**src/rtl/rr_arbiter8.sv**
```systemverilog
// Eight-client round-robin arbiter with a registered one-hot grant held until release.
// Define RR_ARB8_TIMEOUT_EN to add a watchdog that revokes grants held for TIMEOUT cycles.
module rr_arbiter8 #(
    parameter int TIMEOUT = 16
) (
    input  logic       clk,
    input  logic       reset,
    input  logic [7:0] req,
    input  logic       done,
    output logic [7:0] grant,
    output logic       grant_valid,
    output logic [2:0] grant_id,
    output logic       timeout
);

    localparam logic [0:0] ST_IDLE  = 1'b0;
    localparam logic [0:0] ST_GRANT = 1'b1;

    if (TIMEOUT < 2 || TIMEOUT > 255) begin : g_bad_timeout
        $error("rr_arbiter8: TIMEOUT out of range 2..255");
    end

    logic [0:0] state_q, state_d;
    logic [2:0] ptr_q, ptr_d;
    logic [7:0] grant_q, grant_d;
    logic [2:0] grant_id_q, grant_id_d;

    logic       any_req;
    logic       pick_found;
    logic [2:0] pick_id;
    logic [2:0] scan_idx;
    logic       release_now;
    logic       expire;

`ifdef RR_ARB8_TIMEOUT_EN
    logic [7:0] cnt_q, cnt_d;
    logic       timeout_q, timeout_d;
    assign expire = (cnt_q == 8'(TIMEOUT - 1));
`else
    assign expire = 1'b0;
`endif

    assign any_req     = |req;
    assign release_now = done || !req[grant_id_q];

    // Rotating scan: the first set bit at or after ptr wins.
    always_comb begin
        pick_found = 1'b0;
        pick_id    = 3'd0;
        scan_idx   = 3'd0;
        for (int i = 0; i < 8; i++) begin
            scan_idx = ptr_q + 3'(i);
            if (!pick_found && req[scan_idx]) begin
                pick_found = 1'b1;
                pick_id    = scan_idx;
            end
        end
    end

    always_comb begin
        state_d    = state_q;
        ptr_d      = ptr_q;
        grant_d    = grant_q;
        grant_id_d = grant_id_q;
`ifdef RR_ARB8_TIMEOUT_EN
        cnt_d      = cnt_q;
        timeout_d  = 1'b0;
`endif
        case (state_q)
            ST_IDLE: begin
                if (any_req && pick_found) begin
                    state_d    = ST_GRANT;
                    grant_d    = 8'd1 << pick_id;
                    grant_id_d = pick_id;
`ifdef RR_ARB8_TIMEOUT_EN
                    cnt_d      = 8'd0;
`endif
                end
            end
            default: begin
                // A real release on the expiry edge wins over the watchdog.
                if (release_now || expire) begin
                    state_d    = ST_IDLE;
                    grant_d    = 8'd0;
                    grant_id_d = 3'd0;
                    ptr_d      = grant_id_q + 3'd1;
`ifdef RR_ARB8_TIMEOUT_EN
                    cnt_d      = 8'd0;
                    timeout_d  = !release_now;
`endif
                end else begin
`ifdef RR_ARB8_TIMEOUT_EN
                    cnt_d      = cnt_q + 8'd1;
`endif
                end
            end
        endcase
    end

    always_ff @(posedge clk) begin
        if (reset) begin
            state_q    <= ST_IDLE;
            ptr_q      <= 3'd0;
            grant_q    <= 8'd0;
            grant_id_q <= 3'd0;
`ifdef RR_ARB8_TIMEOUT_EN
            cnt_q      <= 8'd0;
            timeout_q  <= 1'b0;
`endif
        end else begin
            state_q    <= state_d;
            ptr_q      <= ptr_d;
            grant_q    <= grant_d;
            grant_id_q <= grant_id_d;
`ifdef RR_ARB8_TIMEOUT_EN
            cnt_q      <= cnt_d;
            timeout_q  <= timeout_d;
`endif
        end
    end

    assign grant       = grant_q;
    assign grant_valid = |grant_q;
    assign grant_id    = grant_id_q;
`ifdef RR_ARB8_TIMEOUT_EN
    assign timeout     = timeout_q;
`else
    assign timeout     = 1'b0;
`endif

endmodule

```
**config.mk**
```make
export PLATFORM = sky130hd
export DESIGN_NAME = rr_arbiter8
export DESIGN_NICKNAME = d
export VERILOG_FILES = /design/src/rtl/rr_arbiter8.sv
export SDC_FILE = /design/constraint.sdc
export NUM_CORES = 1
export LEC_CHECK = 0
export BUFFER_PORTS_ARGS = -buffer_cell sky130_fd_sc_hd__buf_4
export CORE_MARGIN = 1
export CORE_UTILIZATION = 25
export DETAILED_ROUTE_END_ITERATION = 12
export SYNTH_ARGS = -nofsm -noshare
export SYNTH_HDL_FRONTEND = slang
export SYNTH_SLANG_ARGS = --single-unit
```
**constraint.sdc**
```tcl
create_clock -name clk -period 7.3 [get_ports clk]
set_clock_uncertainty 0.2 [all_clocks]
set_input_delay 0.73 -clock clk [delete_from_list [all_inputs] [get_ports clk]]
set_output_delay 0.73 -clock clk [all_outputs]
set_load 0.005 [all_outputs]
```
==> out/metrics.csv <==
metric,value,unit
Async SR Flop Fraction,0,%
fin util,31.1,%
drt first pass iters,4,
ys flop type,dfxtp_1,
synth warn,0,
Post-synth EDFFs,0,
"Critical Path, Cell by Cell",inv_1 -> ha_1 -> mux4_1 -> mux2_2 -> nor2_1 -> and3_1 -> a31oi_2 -> nor3b_2 -> nand2_1 -> o31ai_2,
Clock transition at path regs,0.06,ns
Final Max Slew Viols,0,
CTS tree,yes,
DR iter-0 viols,59,
starting density of the core,26.6,%
GP Congestion,0.840,
antenna-violating nets left,0,
largest net degree at the start of global routing,14,
startpoint type of the worst setup path,flop,
worst-path cell with the longest stage delay,mux4_1,
Leak,0.657,nW
CP Data Required Time,7.27,ns
Clk Tree Root Cell,clkbuf_8,
syn nets,174,
vias,1312,
Critical Setup Path Class,reg2reg,
Area contributors post-synth,"dfxtp_1 (20%), mux4_2 (10%), mux4_1 (7.0%), mux2i_1 (6.7%), mux2_2 (6.0%)",
Post-CTS Setup Bufs,0,
Resize count post-CTS,0,
Highest Clock Rate,247,MHz
"Seq/Total Area, Yosys",20.0,%
unrepaired setup endpoints after global routing,no,
Max IR drop VDD,120,uV
"CP delay by family, top",simple AND/OR/NAND/NOR gates,
Final Hold Fails,0,
layout cells sized above 1,30.6,%
Filler cells,582,
die height,79.5,um
hold depth,2,
H-tree levels,1,
hold_buf cts,0,
first-pass GRT wire length,5.53,mm
n_diodes,0,
Mapped Cells,160,
Vias/cell,5.21,
vias in the first global route,1183,
min cycle time layout,4.05,ns
"commonest non-fill, non-tap cell in the layout",nand2_1,
Area Overhead vs Synth,17.0,%
DR WL/cell,13.4,um
worst slew pin tran,0.668,ns
R2R depth,10,
DP HPWL,2.64,mm
grt total ovfl,0,
Slew HR,55.4,%
Synth top area share,20.0,%
CP bufs+invs,1,
Worst EP arrival,4.02,ns
Critical Path End Type,flop,
CTS Buf Count,3,
CP Max Fanout,13,
max-cap violation count,0,
antenna violations before repair,0,
fin crit share,55.5,%
Netlist Area Pre-Place,0.00150,mm^2
routed wire length,3.38,mm
cell taking the most area after synthesis,dfxtp_1,
row cnt,27,
clk_lat worst skew,0.24,ns
Power Density,241,mW/mm^2
DR DRC count,0,
Clock Tree Buf Depth,2,
Final nets,195,
# setup viols final,0,
boundary pin count,24,
clock sink total,15,
"commonest non-fill, non-tap cells in the layout","nand2_1 (23), buf_4 (22), dfxtp_1 (15)",
distinct cell type count after synthesis,46,
critical path depth,10,
final setup TNS,0,ns
hold crit path type,reg2reg,
Syn Area/Cell,9.38,um^2
core area,0.00564,mm^2
outcome,"finished, final reports clean",
die span in x,79.5,um
max incr delay on CP,0.69,ns
Port Buffer Count,22,
Total GRT Usage,11.0,%
synthesized flop and latch total,15,
Die ar.,0.00632,mm^2
==> through the flow <==
step / std cells / hold slack (ns) / power, W / worst slack, ns / instance area, um^2
after detailed placement: 248 / 0.263 / 0.000359 / 3.22 / 1710
final: 252 / 0.268 / 0.000424 / 3.25 / 1760
after CTS: 252 / 0.271 / 0.000427 / 3.21 / 1760
after global routing: 252 / 0.298 / 0.000458 / 2.91 / 1760
after floorplan: 160 / 0.255 / 0.000298 / 3.95 / 1500
after global placement: 248 / 0.264 / 0.000357 / 3.27 / 1710
==> cell type report <==
type                    instances  area (um^2)  area share, %
clock buffers                   4         45.0           2.56
inverters                       5         18.8           1.07
multi-input cells             134         1140           64.7
flip-flops and latches         15          300           17.1
well taps                      72         90.1           5.13
repair buffers                 22          165           9.40
==> final timing paths <==
path	to	slack (ns)	startpoint
worst min-delay path	grant[3]$_SDFFE_PP0P_	0.27	grant[3]$_SDFFE_PP0P_
worst max-delay path	grant[5]$_SDFFE_PP0P_	3.25	ptr_q[0]$_SDFFE_PP0P_
worst min register to register	grant[3]$_SDFFE_PP0P_	0.27	grant[3]$_SDFFE_PP0P_
worst max register to register	grant[5]$_SDFFE_PP0P_	3.25	ptr_q[0]$_SDFFE_PP0P_
==> power by group <==
group	leakage (nW)	internal (W)	switching [W]	total [W]
Sequential	0.122	0.0000946	0.0000216	0.000116
Clock	0.0228	0.0000386	0.0000279	0.0000666
Combinational	0.512	0.000116	0.000125	0.000241
==> logic make-up (layout without fill, tap and decap cells) <==
family	count (synthesis)	in the layout	synth area share, %
XOR/XNOR	5	5	2.92
AO/OA/AOI/OAI	36	36	18.2
AND/OR/NAND/NOR	58	58	19.8
adder cells (fa/ha/maj)	3	3	2.50
buffers and inverters	11	31	4.25
other	1	1	0.250
multiplexers	31	31	32.2
flip-flops	15	15	20.0
==> registers in the layout, indices dropped and copies added (netlist names) <==
name	flops
grant	8
grant_id	3
state_q	1
ptr_q	3
==> worst reg2reg max path, cell delays in order, from the launching register on <==
cell	delay, ns
dfxtp_1	0.67
inv_1	0.16
ha_1	0.59
mux4_1	0.69
mux2_2	0.33
nor2_1	0.19
and3_1	0.23
a31oi_2	0.18
nor3b_2	0.50
nand2_1	0.14
o31ai_2	0.07
==> cells in the mapped netlist, types with 3 or more instances <==
library cell / number
inv_1: 5
nand2_1: 23
mux4_1: 4
a21oi_1: 10
mux4_2: 7
o21ai_1: 8
nor2_1: 12
nor4_1: 3
buf_2: 3
o21ai_0: 3
nand2b_1: 5
dfxtp_1: 15
nand3b_1: 3
xnor2_1: 3
ha_1: 3
mux2_2: 8
mux2i_1: 10
==> per-layer routing <==
layer / part of all wire, % / vias up / global-route usage (%)
li1: - / 646 / -
met1: 50 / 628 / 15.4
met2: 45 / 36 / 17.4
met3: 4.3 / 2 / 2.74
met4: 0.50 / 0 / 1.27
met5: 0 / - / 0
Power figures use the tool's default switching activity.
